<file path="config.mk">
export PLATFORM = sky130hd
export DESIGN_NAME = wb_port_arbiter
export DESIGN_NICKNAME = d
export VERILOG_FILES = /design/src/rtl/wb_port_arbiter.sv
export SDC_FILE = /design/constraint.sdc
export NUM_CORES = 1
export LEC_CHECK = 0
export ABC_AREA = 1
export ABC_CLOCK_PERIOD_IN_PS = 2700
export BUFFER_PORTS_ARGS = -buffer_cell sky130_fd_sc_hd__buf_2
export CAP_MARGIN = 20
export CORE_AREA = 10 10 143 145
export CTS_BUF_LIST = sky130_fd_sc_hd__clkbuf_4
export DETAILED_ROUTE_END_ITERATION = 16
export DIE_AREA = 0 0 153 155
export PLACE_DENSITY = 0.91
export SLEW_MARGIN = 20
export SYNTH_ARGS = -nofsm -noshare
export SYNTH_HDL_FRONTEND = slang
export SYNTH_SLANG_ARGS = --single-unit
</file>
<file path="constraint.sdc">
create_clock -name clk -period 2.7 [get_ports clk]
set_clock_uncertainty 0.2 [all_clocks]
set_input_delay 0.81 -clock clk [delete_from_list [all_inputs] [get_ports clk]]
set_output_delay 0.81 -clock clk [all_outputs]
set_load 0.005 [all_outputs]
</file>
<file path="src/rtl/wb_port_arbiter.sv">
// Register-file write-port arbiter: pipeline WriteBack always wins, IO load results
// wait in an in-order queue, and a starvation timer asks the pipeline for a bubble.
module wb_port_arbiter #(
  parameter int DATA_W     = 32,
  parameter int ADDR_W     = 5,
  parameter int DEPTH      = 4,
  parameter int STARVE_MAX = 3
) (
  input  logic                     clk,
  input  logic                     rst,
  input  logic                     PipeValid,
  input  logic [ADDR_W-1:0]        PipeRd,
  input  logic [DATA_W-1:0]        PipeData,
  input  logic                     IOReqValid,
  input  logic [ADDR_W-1:0]        IOReqRd,
  input  logic [DATA_W-1:0]        IOReqData,
  output logic                     IOReqReady,
  output logic                     RfWe,
  output logic [ADDR_W-1:0]        RfAddr,
  output logic [DATA_W-1:0]        RfData,
  output logic                     StallReq,
  output logic [$clog2(DEPTH):0]   QCount
);

  localparam int PW = $clog2(DEPTH);
  localparam int CW = PW + 1;
  localparam int SW = $clog2(STARVE_MAX + 1);
  localparam logic [CW-1:0] DEPTH_C  = CW'(DEPTH);
  localparam logic [SW-1:0] STARVE_C = SW'(STARVE_MAX);

  logic [DEPTH-1:0]  vld_q, vld_d;
  logic [ADDR_W-1:0] rd_q  [DEPTH];
  logic [ADDR_W-1:0] rd_d  [DEPTH];
  logic [DATA_W-1:0] dat_q [DEPTH];
  logic [DATA_W-1:0] dat_d [DEPTH];
  logic [PW-1:0]     head_q, head_d, tail_q, tail_d;
  logic [CW-1:0]     cnt_q, cnt_d;
  logic [SW-1:0]     starve_q, starve_d;
  logic              stall_q, stall_d;
  logic              we_q, we_d;
  logic [ADDR_W-1:0] addr_q, addr_d;
  logic [DATA_W-1:0] data_q, data_d;

  logic ready_s, xfer_s, empty_s, head_vld_s, head_sq_s, pop_s, push_s;

  // Port arbitration, queue update, squash and starvation tracking
  always_comb begin
    ready_s    = (cnt_q < DEPTH_C);
    xfer_s     = IOReqValid & ready_s;
    empty_s    = (cnt_q == CW'(0));
    head_vld_s = !empty_s && vld_q[head_q];
    head_sq_s  = head_vld_s && PipeValid && (rd_q[head_q] == PipeRd);
    we_d       = 1'b0;
    addr_d     = addr_q;
    data_d     = data_q;
    pop_s      = 1'b0;
    push_s     = 1'b0;

    if (PipeValid) begin
      we_d   = 1'b1;
      addr_d = PipeRd;
      data_d = PipeData;
      // a squashed head still drains, and a same-Rd IO result is older so it is dropped
      pop_s  = !empty_s && !vld_q[head_q];
      push_s = xfer_s && (IOReqRd != PipeRd);
    end else if (head_vld_s) begin
      we_d   = 1'b1;
      addr_d = rd_q[head_q];
      data_d = dat_q[head_q];
      pop_s  = 1'b1;
      push_s = xfer_s;
    end else if (!empty_s) begin
      pop_s  = 1'b1;
      push_s = xfer_s;
    end else if (xfer_s) begin
      we_d   = 1'b1;
      addr_d = IOReqRd;
      data_d = IOReqData;
    end else begin
      we_d   = 1'b0;
    end

    for (int i = 0; i < DEPTH; i++) begin
      vld_d[i] = vld_q[i] & ~(PipeValid & (rd_q[i] == PipeRd));
      if (push_s && (tail_q == PW'(i))) begin
        vld_d[i] = 1'b1;
        rd_d[i]  = IOReqRd;
        dat_d[i] = IOReqData;
      end else begin
        rd_d[i]  = rd_q[i];
        dat_d[i] = dat_q[i];
      end
    end

    head_d = pop_s  ? head_q + PW'(1) : head_q;
    tail_d = push_s ? tail_q + PW'(1) : tail_q;

    case ({push_s, pop_s})
      2'b10:   cnt_d = cnt_q + CW'(1);
      2'b01:   cnt_d = cnt_q - CW'(1);
      default: cnt_d = cnt_q;
    endcase

    if (pop_s || head_sq_s || !head_vld_s) begin
      starve_d = SW'(0);
    end else if (starve_q == STARVE_C) begin
      starve_d = starve_q;
    end else begin
      starve_d = starve_q + SW'(1);
    end
    stall_d = (starve_d == STARVE_C);
  end

  // State and registered outputs
  always_ff @(posedge clk or negedge rst) begin
    if (!rst) begin
      vld_q    <= '0;
      head_q   <= '0;
      tail_q   <= '0;
      cnt_q    <= '0;
      starve_q <= '0;
      stall_q  <= 1'b0;
      we_q     <= 1'b0;
      addr_q   <= '0;
      data_q   <= '0;
      for (int i = 0; i < DEPTH; i++) begin
        rd_q[i]  <= '0;
        dat_q[i] <= '0;
      end
    end else begin
      vld_q    <= vld_d;
      head_q   <= head_d;
      tail_q   <= tail_d;
      cnt_q    <= cnt_d;
      starve_q <= starve_d;
      stall_q  <= stall_d;
      we_q     <= we_d;
      addr_q   <= addr_d;
      data_q   <= data_d;
      for (int i = 0; i < DEPTH; i++) begin
        rd_q[i]  <= rd_d[i];
        dat_q[i] <= dat_d[i];
      end
    end
  end

  assign IOReqReady = ready_s;
  assign RfWe       = we_q;
  assign RfAddr     = addr_q;
  assign RfData     = data_q;
  assign StallReq   = stall_q;
  assign QCount     = cnt_q;

endmodule

</file>
==> impl_metrics.py <==
metrics = {
    "status": {
        "outcome": "completed",
    },
    "grt": {
        "grt_max_degree": 104,
        "overflow": 0,
        "grt_pass1_wl_mm": 51.0,
        "grt_antenna_before_repair": 3,
        "grt_usage_pct": 25.6,
        "grt_pass1_vias": 10200,
    },
    "synthesis": {
        "synth-seq-cells": 200,
        "synthMuxAreaShare_pct": 0,
        "synth-compound-area-share_pct": 7.02,
        "ys_top_cells_by_area": "dfrtp_1, nand2_1, nand4_1",
        "synth_fa_ha_area_share_pct": 0.778,
        "synth_top_flop_cell": "dfrtp_1",
        "ys_types": 30,
        "syn_avg_cell_area_um2": 7.49,
        "synthCells": 1416,
        "synthArstFlopShare_pct": 100,
        "synth_top_family_by_area": "simple AND/OR/NAND/NOR gates",
        "synthTopCellsByCount": "nand2_1, dfrtp_1, nand4_1, nor2_1, o21ai_0",
        "synth_seq_area_share_pct": 47.2,
        "syn_area_mm2": 0.0106,
        "yosys.area_share.simple_pct": 37.5,
        "synth_edf_count": 0,
        "synth_warnings": 0,
        "synth_xor_area_share_pct": 0.330,
        "synth_nets": 1500,
        "synth_most_common_cell": "nand2_1",
        "synth_area_leader_cell": "dfrtp_1",
        "synth_top_area_share_pct": 47.2,
    },
    "placement": {
        "routabilityCongestion": 0.917,
        "io_buffers": 120,
        "pre_cts_slack_ns": -0.118,
        "dp_cells": 1708,
        "dp_hpwl_mm": 19.8,
    },
    "worst_setup_path": {
        "crit_family": "flip-flops",
        "cp.buffers_inverters": 3,
        "rrSetupSlack_ns": 0.30,
        "start_kind": "flop",
        "setup.worst_path.class": "reg -> reg",
        "crit_fanout": 10,
        "cp_cell_sequence": "inv_2, nor2_1, o21ai_4, nand2_1, nand2_1, inv_1, ha_4, inv_2, fa_2, a21oi_1, o21ai_1, xor2_1",
        "cp_slowest_cell": "dfrtp_2",
        "end_kind": "flop",
        "required_ns": 3.01,
        "arrival_ns": 2.71,
        "max_stage_delay_ns": 0.53,
    },
    "layout": {
        "drive_gt1_share_pct": 17.2,
        "fin_nets": 1583,
        "fin_cells": 1744,
        "area_growth_pct": 11.9,
        "final_util_pct": 67.3,
    },
    "timing": {
        "max_slew_margin_pct": 64.6,
        "rsz0062_at_grt": "false",
        "worstMarginPinSlew_ns": 0.530,
        "hold_viol_final": 0,
        "worst_slack_ns": 0.304,
        "setup_viol_count_final": 0,
        "drv_slew": 0,
        "finalCritPeriodShare_pct": 88.7,
        "max_freq_mhz": 417,
        "layout_min_cycle_time_ns": 2.40,
    },
    "route": {
        "vias": 10500,
        "firstDrtPassIters": 6,
        "drt_iter0_markers": 1359,
        "wl_per_cell_um": 17.7,
        "ant_nets": 0,
        "drc": 0,
        "wl_mm": 30.8,
        "via_per_inst": 6.00,
    },
    "power_and_ir_drop": {
        "peakVddDrop_mv": 0.687,
        "power_density_mw_per_mm2": 1180,
        "p_leak_nw": 6.29,
    },
    "floorplanning": {
        "die_area_mm2": 0.0237,
        "row_count": 49,
        "coreArea_mm2": 0.0177,
        "io_pins": 121,
        "fp.dieH_um": 155,
        "fp.dieW_um": 153,
        "start_util_pct": 60.1,
    },
    "cts": {
        "cts_buffers": 17,
        "ctsHtreeMaxLevel": 4,
        "clkTransAtPathRegs_ns": 0.16,
        "insertion_delay_ns": 0.61,
        "cts_resized": 0,
        "clock_sinks": 200,
        "tritoncts": "yes",
        "clk_path_buf_depth": 2,
        "cts-root-buf": "clkbuf_4",
    },
    "worst_hold_path": {
        "hp-class": "in -> reg",
    },
    "run": {
        "cap_violations": 0,
    },
}
-- layer usage --
layer | vias up | routed length [µm] | global-route usage, %
met2 | 584 | 14900 | 41.5
met3 | 96 | 3160 | 6.62
met1 | 4930 | 11800 | 32.2
met5 | - | 27 | 0
li1 | 4856 | - | -
met4 | 4 | 931 | 10.3
-- cells by family (layout without fill, tap and decap cells) --
family | Yosys count | after routing
XOR/XNOR | 4 | 4
buffers and inverters | 168 | 264
adder cells (fa/ha/maj) | 6 | 6
AO/OA/AOI/OAI | 129 | 129
other | 0 | 3
flip-flops | 200 | 200
AND/OR/NAND/NOR | 909 | 909
-- final timing paths --
kind,cells past startpoint,endpoint,from
min in group asynchronous,2,rd_q[13],rst
setup reg to reg,12,QCount[2],head_q[0]
hold / removal,3,dat_q[73],IOReqData[9]
setup / recovery,12,QCount[2],head_q[0]
hold reg to reg,2,dat_q[90],dat_q[90]
max in group asynchronous,3,dat_q[50],rst
-- tightest hold or removal path, cell delays in order --
cell     delay [ns]
buf_2          0.13
nand4_1        0.08
nand2_1        0.05
-- flip-flops by register name (all words and copies together) (netlist names) --
name      count
dat_q       128
RfData       32
rd_q         20
RfAddr        5
vld_q         4
QCount        3
head_q        2
starve_q      2
tail_q        2
RfWe          1
StallReq      1
-- stage by stage --
step / area [µm²] / hold WS (ns) / setup TNS [ns] / total power, W
CTS: 11900 / 0.253 / 0 / 0.0139
floorplan: 10600 / 0.237 / 0 / 0.00987
finish: 11900 / 0.271 / 0 / 0.0140
global route: 11900 / 0.249 / 0 / 0.0151
global placement: 11500 / 0.247 / -0.273 / 0.0119
detailed placement: 11500 / 0.253 / -2.71 / 0.0122
-- layout by cell type (no fill, tap or decap), types with 4 or more instances in the layout --
cell      instances
nand2_1         569
dfrtp_1         199
nand4_1         153
buf_2           119
nor2_1           86
o21ai_0          74
nand3_1          61
buf_4            49
inv_1            48
o22ai_1          37
or2_2            32
clkbuf_4         17
buf_12            8
a221oi_1          7
nand3_2           5
inv_2             4
a211oi_1          4
ha_2              4
-- layout make-up --
class                           count  area (µm²)
Timing Repair Buffer              178        1150
Fill cell                        1481        5780
Tap cell                          229         287
Inverter                           54         205
Sequential cell                   200        5010
Antenna cell                        3        7.51
Multi-Input combinational cell   1048        4900
Clock inverter                     15         199
Clock buffer                       17         128
-- power by group --
group	leakage, nW	switching (W)	internal [W]
logic	3.64	0.00461	0.00243
registers	2.49	0.000831	0.00435
clock network	0.167	0.00109	0.000666
total	6.29	0.00653	0.00745
-- repair_timing --
action	in CTS	in global routing
hold buffers	1	0
hold endpoints to repair	42	0
buffers inserted	0	0
(Power assumes the default switching activity.)
